==> src/rtl/mem_port_arbiter_pkg.sv <==
// Shared definitions for the two-requester RAM port arbiter: state encoding and
// default data/address widths matching the 32x16 RAM.
package mem_port_arbiter_pkg;

  localparam int unsigned DATA_W_DEF = 16;
  localparam int unsigned ADDR_W_DEF = 5;

  localparam logic [2:0] S_IDLE  = 3'd0;
  localparam logic [2:0] S_SETUP = 3'd1;
  localparam logic [2:0] S_WRITE = 3'd2;
  localparam logic [2:0] S_READ  = 3'd3;
  localparam logic [2:0] S_WAIT  = 3'd4;
  localparam logic [2:0] S_RESP  = 3'd5;

  typedef enum logic [2:0] {
    StIdle  = S_IDLE,
    StSetup = S_SETUP,
    StWrite = S_WRITE,
    StRead  = S_READ,
    StWait  = S_WAIT,
    StResp  = S_RESP
  } state_e;

endpackage

==> src/rtl/mem_port_arbiter_rr_pick2.sv <==
// Combinational two-way round-robin selector: on a tie the requester that was
// not granted last wins.
module mem_port_arbiter_rr_pick2 (
  input  logic req0,
  input  logic req1,
  input  logic last_gnt,
  output logic sel,
  output logic valid
);

  always_comb begin
    valid = req0 | req1;
    sel   = (req0 & req1) ? ~last_gnt : req1;
  end

endmodule

==> src/rtl/mem_port_arbiter.sv <==
// Serialises whole read/write transactions from two requesters onto one
// synchronous-read RAM port; every output is registered.
module mem_port_arbiter
  import mem_port_arbiter_pkg::*;
#(
  parameter int unsigned DATA_W   = DATA_W_DEF,
  parameter int unsigned ADDR_W   = ADDR_W_DEF,
  parameter int unsigned READ_LAT = 2
) (
  input  logic              clk,
  input  logic              reset,
  input  logic              req0,
  input  logic              req1,
  input  logic              we0,
  input  logic              we1,
  input  logic [ADDR_W-1:0] addr0,
  input  logic [ADDR_W-1:0] addr1,
  input  logic [DATA_W-1:0] wdata0,
  input  logic [DATA_W-1:0] wdata1,
  output logic              gnt0,
  output logic              gnt1,
  output logic              done0,
  output logic              done1,
  output logic [DATA_W-1:0] rdata,
  output logic              busy,
  output logic [ADDR_W-1:0] mem_address,
  output logic              mem_rden,
  output logic              mem_wren,
  output logic [DATA_W-1:0] mem_data,
  input  logic [DATA_W-1:0] mem_q
);

  localparam int unsigned CNT_W = $clog2(READ_LAT) + 1;

  state_e            state;
  logic              sel_q;
  logic              we_q;
  logic              last_gnt;
  logic [DATA_W-1:0] wdata_q;
  logic [CNT_W-1:0]  cnt;
  logic              pick_sel;
  logic              pick_valid;

  mem_port_arbiter_rr_pick2 u_pick (
    .req0     (req0),
    .req1     (req1),
    .last_gnt (last_gnt),
    .sel      (pick_sel),
    .valid    (pick_valid)
  );

  always_ff @(posedge clk or negedge reset) begin
    if (!reset) begin
      state       <= StIdle;
      sel_q       <= 1'b0;
      we_q        <= 1'b0;
      last_gnt    <= 1'b1;
      wdata_q     <= '0;
      cnt         <= '0;
      gnt0        <= 1'b0;
      gnt1        <= 1'b0;
      done0       <= 1'b0;
      done1       <= 1'b0;
      rdata       <= '0;
      busy        <= 1'b0;
      mem_address <= '0;
      mem_rden    <= 1'b0;
      mem_wren    <= 1'b0;
      mem_data    <= '0;
    end else begin
      // Pulse outputs default low every cycle.
      gnt0     <= 1'b0;
      gnt1     <= 1'b0;
      done0    <= 1'b0;
      done1    <= 1'b0;
      mem_rden <= 1'b0;
      mem_wren <= 1'b0;
      mem_data <= '0;
      unique case (state)
        StIdle: begin
          if (pick_valid) begin
            sel_q       <= pick_sel;
            last_gnt    <= pick_sel;
            we_q        <= pick_sel ? we1 : we0;
            wdata_q     <= pick_sel ? wdata1 : wdata0;
            mem_address <= pick_sel ? addr1 : addr0;
            gnt0        <= ~pick_sel;
            gnt1        <= pick_sel;
            busy        <= 1'b1;
            state       <= StSetup;
          end
        end
        StSetup: begin
          if (we_q) begin
            mem_wren <= 1'b1;
            mem_data <= wdata_q;
            state    <= StWrite;
          end else begin
            mem_rden <= 1'b1;
            cnt      <= CNT_W'(READ_LAT - 1);
            state    <= StRead;
          end
        end
        StWrite: begin
          done0 <= ~sel_q;
          done1 <= sel_q;
          state <= StResp;
        end
        StRead: state <= StWait;
        StWait: begin
          if (cnt == '0) begin
            rdata <= mem_q;
            done0 <= ~sel_q;
            done1 <= sel_q;
            state <= StResp;
          end else begin
            cnt <= cnt - 1'b1;
          end
        end
        StResp: begin
          mem_address <= '0;
          busy        <= 1'b0;
          state       <= StIdle;
        end
        default: state <= StIdle;
      endcase
    end
  end

endmodule

==> config.mk <==
export PLATFORM = sky130hd
export DESIGN_NAME = mem_port_arbiter
export DESIGN_NICKNAME = d
export VERILOG_FILES = /design/src/rtl/mem_port_arbiter_pkg.sv /design/src/rtl/mem_port_arbiter_rr_pick2.sv /design/src/rtl/mem_port_arbiter.sv
export SDC_FILE = /design/constraint.sdc
export NUM_CORES = 1
export LEC_CHECK = 0
export CORE_MARGIN = 2
export CORE_UTILIZATION = 45
export DETAILED_ROUTE_END_ITERATION = 8
export PLACE_DENSITY = 0.92
export SLEW_MARGIN = 20
export SYNTH_ARGS = -nofsm -noshare
export SYNTH_HDL_FRONTEND = slang
export SYNTH_SLANG_ARGS = --single-unit
==> constraint.sdc <==
create_clock -name clk -period 3.2 [get_ports clk]
set_input_delay 0.64 -clock clk [delete_from_list [all_inputs] [get_ports clk]]
set_output_delay 0.64 -clock clk [all_outputs]
set_load 0.01 [all_outputs]
After elaboration in Yosys (flattened, before gate mapping):

Index checks and enable logic that the tools add are counted.

* add/subtract/negate cells: 1
* equality and inequality tests: 9
* mux-type cells: 29
* bitwise operators: 5
* reduce and logical (&&, ||, !) cells: 9

Operator list (count)
* $mux 16: 3
* $pmux 3 s5: 1
* $mux 1: 14
* $mux 5: 2
* $pmux 5 s2: 1
* $ne 2x2->1 const B: 4
* $reduce_and 2->1: 4
* $eq 3x2->1 const B: 2
* $eq 3x3->1 const B: 2
* $mux 3: 2
* $pmux 1 s2: 3
* $mux 2: 2
* $pmux 2 s2: 1
* $reduce_bool 2->1: 2
* $eq 3x1->1 const B: 1
* $logic_not 3->1: 1
* $not 1->1: 3
* $reduce_and 3->1: 1
* $logic_not 2->1: 1
* $sub 2x1->2 const B: 1
* $and 1x1->1: 1
* $or 1x1->1: 1

* bits in registers: 68
* bits of input ports: 64
* output and inout bits: 44
* word-level logic and storage cells: 69

Logic depth before layout (Yosys ltp):

Gate-level depths: netlist of the first run.

* word-level depth: 5
* gate-level depth with buffers: 6
* depth with buffers taken out: 5

By module:

Synthesis of the first run repeated with hierarchy kept, for this count alone.

* cell total of the unflattened synthesis: 215
* area, all modules: 2801.4 um^2

By module, submodules not included
* mem_port_arbiter: instances 1, cells each 213, area each 2787.7 um^2, seq. area each 1702.9 um^2
* mem_port_arbiter_rr_pick2: instances 1, cells each 2, area each 13.8 um^2, seq. area each 0.0 um^2

Worst setup path before layout of the first run:

OpenSTA, ideal clock, no wires.

* path type: register to register
* start: register cnt[0]
* end: register rdata[10]
* library setup time: 0.127 ns
* data arrival time: 1.438 ns
* data required time: 3.073 ns
* path slack: 1.635 ns
* cell stages (with the launch flop): 7
* buffers on the path: 1
* period minus slack after synthesis: 1.565 ns
* cell sequence: dfrtp_1 inv_1 ha_1 nand2_1 nor3_4 buf_6 mux2_1

* longest elaborated chain between the ends: 2

RTL lines
* start, declared: line mem_port_arbiter.sv:40 `logic [CNT_W-1:0] cnt;`
* start signal, assigned: line mem_port_arbiter.sv:100 `cnt <= CNT_W'(READ_LAT - 1);`
* start signal, assigned: line mem_port_arbiter.sv:117 `cnt <= cnt - 1'b1;`
* $logic_not 2->1: line mem_port_arbiter.sv:111 `if (cnt == '0) begin`
* $reduce_and 2->1 (no source line)
* end signal, assigned: line mem_port_arbiter.sv:112 `rdata <= mem_q;`
* end, declared: line mem_port_arbiter.sv:24 `output logic [DATA_W-1:0] rdata,`

Every way passes these cells.
A chain may end at the register's enable or synchronous reset.

Final worst setup path of the first run:

* start: input port req1
* end: register mem_address[3]

* longest elaborated chain between the ends: 5
* elaborated cells on any way between the ends: 8
* those cells by class: 1 x eq/ne; 4 x mux; 2 x bitwise; 1 x reduce/logical

RTL lines
* start, declared: line mem_port_arbiter.sv:13 `input logic req1,`
* $and 1x1->1: line mem_port_arbiter_rr_pick2.sv:13 `sel = (req0 & req1) ? ~last_gnt : req1;`
* $mux 1: line mem_port_arbiter_rr_pick2.sv:13
* $mux 5: line mem_port_arbiter.sv:86 `mem_address <= pick_sel ? addr1 : addr0;`
* $mux 5: line mem_port_arbiter.sv:81 `if (pick_valid) begin`
* $pmux 5 s2: line mem_port_arbiter.sv:79 `unique case (state)`
* end signal, assigned: line mem_port_arbiter.sv:86
* end, declared: line mem_port_arbiter.sv:26 `output logic [ADDR_W-1:0] mem_address,`

Parallel ways exist; a longest one is shown, timed or not. The select of a mux whose other input is x is not followed.

==> key figures, run 1 <==
Clocking
  • Post-CTS resize count: 0
  • Clk root buf: clkbuf_8
  • CTS HTree Levels: 3
  • TritonCTS Buffers: 9
  • Hold buffer count at cts: 0
  • Clock Sinks: between 60 and 70
  • Later-pin clock latency in the skew report: ~320 ps
  • CTS tree: done
  • Clk slew on worst S/H paths: approximately 80 ps
  • Clk buf depth: 2
  • Post CTS Setup Buffer Count: 0

Logic synthesis
  • Synthesized area: about 2700 um2
  • Multiplexer share of the synthesized area: 14.6%
  • Syn nets: around 280
  • Avg Cell Area, Syn: around 13 um2
  • Mapped Cells: 214
  • Post-synthesis xor/xnor area fraction: 0%
  • Distinct cells, synth: 34
  • Post-synthesis simple-gate area fraction: between 10% and 20%
  • Sequential area share after synthesis: 62.1%
  • Synth Area in Adders: 0.456%
  • Largest family of logic cells by synthesized area: multiplexers
  • #FFs+latches synth: 68
  • Yosys warns: 0
  • Fraction of the mapped netlist area in compound gates: roughly 8.3%

Power
  • Worst vdd rail ir drop: approximately 460 uV
  • Net Sw Frac: a little under a third
  • NetSw: 1.07 mW
  • Clock Power Share: 20.8%
  • Pwr Total: about 3.3 mW
  • Sequential Power Share: between 40 and 50%
  • Logic pwr share: 36.4%
  • Pwr Density: roughly 830 nW/um2
  • LEAKAGE: around 1.8 nW
  • Int Power: 2.28 mW

Worst setup path
  • Max Fanout on Critical Path: 24
  • Critical Path RT: ~3400 ps
  • R2r worst-path depth: 5
  • Crit Path Class: in -> reg
  • Reg-to-Reg End: rdata[10]
  • Worst Setup SP: req1
  • R2R Path Start: cnt[0]
  • Crit path to: mem_address[3]
  • Critical Path End Type: register
  • WP data arrival: between 2000 and 2500 ps
  • Critical Path Source Type: primary input
  • Register-to-register setup slack: ~1300 ps

STA
  • Final setup TNS: 0 ps
  • Setup Skew: 14.6 ps
  • Final Hold Fails: 0
  • Slew Limit Headroom: 50.0%
  • Hold Slack: around 300 ps
  • Final Critical Period: around 2000 ps
  • Period Utilization, post-route: slightly above 60%
  • Worst slew pin tran: ~750 ps
  • RSZ-0062 raised after global routing: false
  • Max Slew Vio Count: 0
  • # setup viols final: 0
  • Fmax: about 0.51 GHz

Drt
  • Drt drc: 0
  • Total length of routed wires: 5.91 mm
  • Number of vias per cell: between 5 and 6
  • Total iterations of the first detailed-routing run: 4
  • Post-DRT Antenna Nets: 0
  • DR iter-0 viols: 80
  • DR vias: roughly 2,000
  • Routed WL per cell: between 10 and 15 um

Placed design
  • IO buf count: roughly 110
  • GPL Wtd Cong: 0.726
  • Placed wire-length estimate: approximately 4.4 mm

Cells and area
  • Nets: between 300 and 400
  • Number of diodes: 0
  • Synth-to-Final Area Change: 48.1%
  • Layout cells sized above 1: 8.23%

Die
  • Die Y: approximately 80 um
  • Starting Density: 46.3%
  • # rows: 28
  • I/O pins: about 110
  • Die width: 82.1 um
  • Core Box Area: between 5000 and 6000 um2
  • Die Area: just under 7000 um2

Global route
  • First-pass GRT wire length: 9.26 mm
  • Antenna violations before repair: 0
  • Largest net degree at the start of global routing: 42
  • Vias in the first global route: approximately 2,000
  • Tot GR Track Use: between 10% and 20%
  • Grt ovf: 0

Status
  • Outcome: finished, final reports clean

Job
  • Max-cap viol count: 0

Hold path
  • Worst hold-check path type: in -> async
[state kept, by name (all words and copies together) (netlist names)]
register / cells
done1: 1
state: 3
gnt0: 1
mem_address: 5
mem_wren: 1
we_q: 1
rdata: 16
gnt1: 1
wdata_q: 16
sel_q: 1
mem_data: 16
last_gnt: 1
mem_rden: 1
cnt: 2
busy: 1
done0: 1
[cells in the final DEF (no fill, tap or decap), drive strengths merged, types with 2 or more instances in the layout]
| master | count |
|---|---|
| mux2i | 22 |
| inv | 2 |
| a21o | 2 |
| clkdlybuf4s50 | 106 |
| and2 | 2 |
| and3 | 16 |
| o2bb2ai | 5 |
| dfrtp | 67 |
| nand2 | 22 |
| nor3 | 5 |
| o21ai | 21 |
| clkinv | 2 |
| mux2 | 16 |
| buf | 5 |
| nor2 | 5 |
| clkbuf | 12 |
| nand2b | 3 |
[Yosys cell counts]
cell type  number  area share, %
dfrtp_1        67             61
mux2i_1        22            8.0
nand2_1        22            3.0
o21ai_1        18            3.3
and3_1         16            3.7
mux2_1         16            6.6
clkbuf_1        6           0.82
o2bb2ai_1       5            1.6
nor2_1          4           0.55
buf_4           3           0.82
nand2b_1        3           0.68
nor3_1          3           0.55
o21ai_0         3           0.55
a21o_1          2           0.55
and2_1          2           0.46
buf_2           2           0.37
buf_6           2           0.82
inv_1           2           0.27
a21boi_4        1           0.68
a21oi_1         1           0.18
a31oi_1         1           0.23
and3b_1         1           0.32
dfstp_2         1           0.96
ha_1            1           0.46
nor2_2          1           0.23
nor3_2          1           0.37
nor3_4          1           0.59
nor3b_1         1           0.27
o21ba_1         1           0.37
o22a_1          1           0.32
o22ai_1         1           0.23
o32ai_1         1           0.32
or3_1           1           0.23
or4b_4          1           0.50
[how the worst min path moves through the flow]
stage | start | to | slack (ps) | depth (start not counted)
after CTS | reset | state[2] | 320 | 1
final | reset | state[2] | 300 | 1
after detailed placement | sel_q | done0 | 450 | 1
after global routing | reset | sel_q | 350 | 1
after global placement | sel_q | done0 | 440 | 1
after floorplan | reset | busy | 340 | 0
[per-layer routing]
layer  wire [um]  global-route usage, %  share of wire (%)  vias to the layer above
met5           0                      0                  0                        -
met4         111                   8.50                1.9                        0
met3         336                   4.73                5.7                       11
met2        3020                   30.9                 51                       70
met1        2450                   23.3                 41                      983
li1            -                      -                  -                      964
[critical path, cell delays in order]
cell,delay [ps]
clkdlybuf4s50_1,560
a21boi_4,190
buf_4,370
mux2i_1,270
o2bb2ai_1,110
[logic make-up (layout without fill, tap and decap cells)]
kind of cell,after synthesis,in the layout
fa+ha+maj,1,1
simple gates,57,57
mux,38,38
compound gates,35,35
flops,68,68
buf+inv,15,129
[cell type report]
type                       instances  area (um2)
fill                             459        1860
sequential                        68        1700
timing repair buffer             111        1100
multi-input combinational        131         957
clock buffer                      12         155
tap                               75        93.8
clock inverter                     4        47.5
inverter                           2        7.51
[power by group through the flow]
stage               Combinational [mW]  Clock (mW)  Sequential [mW]
global route                      1.35       0.759             1.48
global placement                  1.18           0             1.42
detailed placement                1.24           0             1.44
CTS                               1.24       0.711             1.43
finish                            1.22       0.697             1.43
floorplan                        0.615           0             1.45
[metrics by stage]
step	std cells	setup WS, ps	cell area, um2	util (%)
floorplan	214	1630	2740	-
global placement	387	1000	3860	65.2
detailed placement	387	898	3860	65.2
CTS	403	1250	4060	68.6
global route	403	1180	4060	68.6
finish	403	1240	4060	68.6
No activity file was read; power rests on OpenSTA's default activity.
==> run 2: changes to the inputs <==
Settings changed: CORE_UTILIZATION 45 to 39, PLACE_DENSITY 0.92 to 0.86.
Clock period 3.2 ns to 1.75 ns, I/O delays scaled along.
==> run 2 against run 1 <==
  * First-iteration DRC count is 83% higher
  * Clock power grew 51%
  * Worst setup slack got worse by 1100 ps
  * Critical path depth down 4
  * Clock skew down 6.9 ps
  * Worst hold slack lost 270 ps
  * Core utilization down 7.5 points
  * Register-to-register slack lost 1200 ps
  * Sequential share of layout area shrank 0.92 points
  * Highest routed layer unchanged
==> key figures, run 2 (same netlist as run 1, synthesis figures left out) <==
Worst setup path
  • Crit path cell chain: clkdlybuf4s50_1 (was clkdlybuf4s50_1 > a21boi_4 > buf_4 > mux2i_1 > o2bb2ai_1)
  • Slowest-stage cell, CP: clkdlybuf4s50_1 (unchanged)
  • Max Fanout on Critical Path: 2 (was 24)
  • WP buf/inv: 1 (was 2)
  • Critical Path RT: 1400 ps (was 3390 ps)
  • Largest stage delay, worst path: 570 ps (was 560 ps)
  • Crit Path Class: reg -> out (was in -> reg)
  • WP data arrival: 1260 ps (was 2150 ps)
  • Critical Path End Type: output port (was register)
  • CP top delay family: buffers and inverters (unchanged)
  • Critical Path Source Type: register (was primary input)

Placed design
  • Area after DPL: 4000 um2 (was 3860 um2)
  • GPL Wtd Cong: 0.723 (was 0.726)
  • Placed insts: 416 (was 387)
  • Placed wire-length estimate: 4.33 mm (was 4.42 mm)
  • IO buf count: 107 (unchanged)
  • Pre-CTS setup slack: 0.755 ps (was 898 ps)

Global route
  • Grt ovf: 0 (unchanged)
  • Vias in the first global route: 2,051 (was 1,972)
  • Tot GR Track Use: 16.3% (was 18.8%)
  • First-pass GRT wire length: 9.53 mm (was 9.26 mm)
  • Largest net degree at the start of global routing: 69 (was 42)
  • Antenna violations before repair: 0 (unchanged)

STA
  • Final Hold Fails: 0 (unchanged)
  • # setup viols final: 0 (unchanged)
  • Fmax: 0.620 GHz
  • Worst slew pin tran: 439 ps (was 747 ps)
  • Crit path setup slack, layout: 137 ps (was 1240 ps)
  • Slew Limit Headroom: 70.5% (was 50.0%)
  • Final setup TNS: 0 ps (unchanged)
  • Max Slew Vio Count: 0 (unchanged)
  • Hold Slack: 35.0 ps (was 302 ps)
  • Setup Skew: 7.66 ps (was 14.6 ps)
  • Period Utilization, post-route: between 90 and 100%
  • RSZ-0062 raised after global routing: false (unchanged)
  • Final Critical Period: 1610 ps

Cells and area
  • Fin area: 4150 um2 (was 4060 um2)
  • Non-filler cells, final: 432 (was 403)
  • Fill cell count: 546 (was 459)
  • Layout cells sized above 1: 8.63% (was 8.23%)
  • Leading cell type in the layout, fill and taps excluded: clkdlybuf4s50_1 (unchanged)
  • Number of diodes: 0 (unchanged)
  • Synth-to-Final Area Change: 51.4% (was 48.1%)
  • Nets: 396 (was 388)
  • Regs by FF count: mem_data: 16 flops, rdata: 16 flops, wdata_q: 16 flops (unchanged)
  • Fin util: 61.1% (was 68.6%)
  • Most frequent cells in the layout: clkdlybuf4s50_1 (106), dfrtp_1 (67), nand2_1 (22), mux2i_1 (22), o21ai_1 (17) (unchanged)

Die
  • Starting Density: 40.3% (was 46.3%)
  • Die width: 87.8 um (was 82.1 um)
  • Die Y: 87.8 um (was 82.1 um)
  • # rows: 30 (was 28)
  • I/O pins: 108 (unchanged)
  • Die Area: 7720 um2 (was 6730 um2)
  • Core Box Area: 6790 um2 (was 5920 um2)

Job
  • Max-cap viol count: 0 (unchanged)

Clocking
  • Later-pin clock latency in the skew report: 330 ps (was 320 ps)
  • CTS tree: done (unchanged)
  • Post-CTS resize count: 0 (unchanged)
  • Hold buffer count at cts: 0 (unchanged)
  • Clk slew on worst S/H paths: 60 ps (was 80 ps)
  • Clk root buf: clkbuf_8 (unchanged)
  • Clock Sinks: 68 (unchanged)
  • Clk buf depth: 2 (unchanged)
  • TritonCTS Buffers: 9 (unchanged)
  • Post CTS Setup Buffer Count: 0 (unchanged)
  • CTS HTree Levels: 3 (unchanged)

Hold path
  • Worst hold-check path type: in -> async (unchanged)

Status
  • Outcome: finished, final reports clean (unchanged)

Drt
  • Number of vias per cell: 4.72 (was 5.03)
  • DR iter-0 viols: 146 (was 80)
  • Post-DRT Antenna Nets: 0 (unchanged)
  • Total length of routed wires: 6.05 mm (was 5.91 mm)
  • Drt drc: 0 (unchanged)
  • DR vias: 2,039 (was 2,028)
  • Routed WL per cell: 14.0 um (was 14.7 um)
  • Total iterations of the first detailed-routing run: 4 (unchanged)

Power
  • Pwr Density: 1460 nW/um2 (was 825 nW/um2)
  • Pwr Total: 6.07 mW (was 3.35 mW)
  • Worst vdd rail ir drop: 642 uV (was 461 uV)
  • LEAKAGE: 1.86 nW (was 1.83 nW)
[run 2: cell count changes in the layout (fill, tap and decap cells not counted), sizes merged]
cell / previous run / this run
buf: 5 / 13
bufinv: 1 / 0
clkinv: 2 / 0
clkbuf: 12 / 16
clkinvlp: 1 / 0
[run 2: area by class of cell]
cell class                 instances  area [um2]  area share [%]
clock buffer                      16         150            3.62
inverter                           2        7.51           0.181
multi-input combinational        131         965            23.2
sequential                        68        1700            41.0
tap                               96         120            2.89
timing repair buffer             119        1210            29.1
[run 2: report_power, final]
group | switching [mW] | internal (mW)
clock network | 0.535 | 0.520
registers | 0.360 | 2.20
logic | 1.09 | 1.36
[run 2: per-layer routing]
layer,up-vias,share of wire [%],global-route usage [%],wire (um)
met5,-,0,0,0
met4,0,1.7,6.99,101
met3,9,5.2,3.20,313
met2,67,53,28.2,3190
met1,983,40,19.7,2450
li1,980,-,-,-
[run 2: worst reg2reg max path, stage by stage (launching register included)]
cell and delay [ps]:
dfrtp_1 360, inv_1 100, ha_1 190, nand2_1 120, nor3_4 180, buf_12 180
mux2_1 350
[run 2: worst paths after layout]
check	depth (start not counted)	endpoint	slack (ps)	start
worst min register to register	1	done0	460	sel_q
worst max-delay path	1	mem_address[0]	140	mem_address[0]
worst max register to register	6	rdata[12]	160	cnt[0]
worst min-delay path	2	gnt0	40	reset
max in group asynchronous	2	last_gnt	1380	reset
min in group clk	1	done0	460	sel_q
==> run 3: changes to the inputs <==
Settings changed: CTS_CLUSTER_DIAMETER set to 120.
==> results of run 3 <==
Final layout, timing and power as in run 2 (identical DEF).
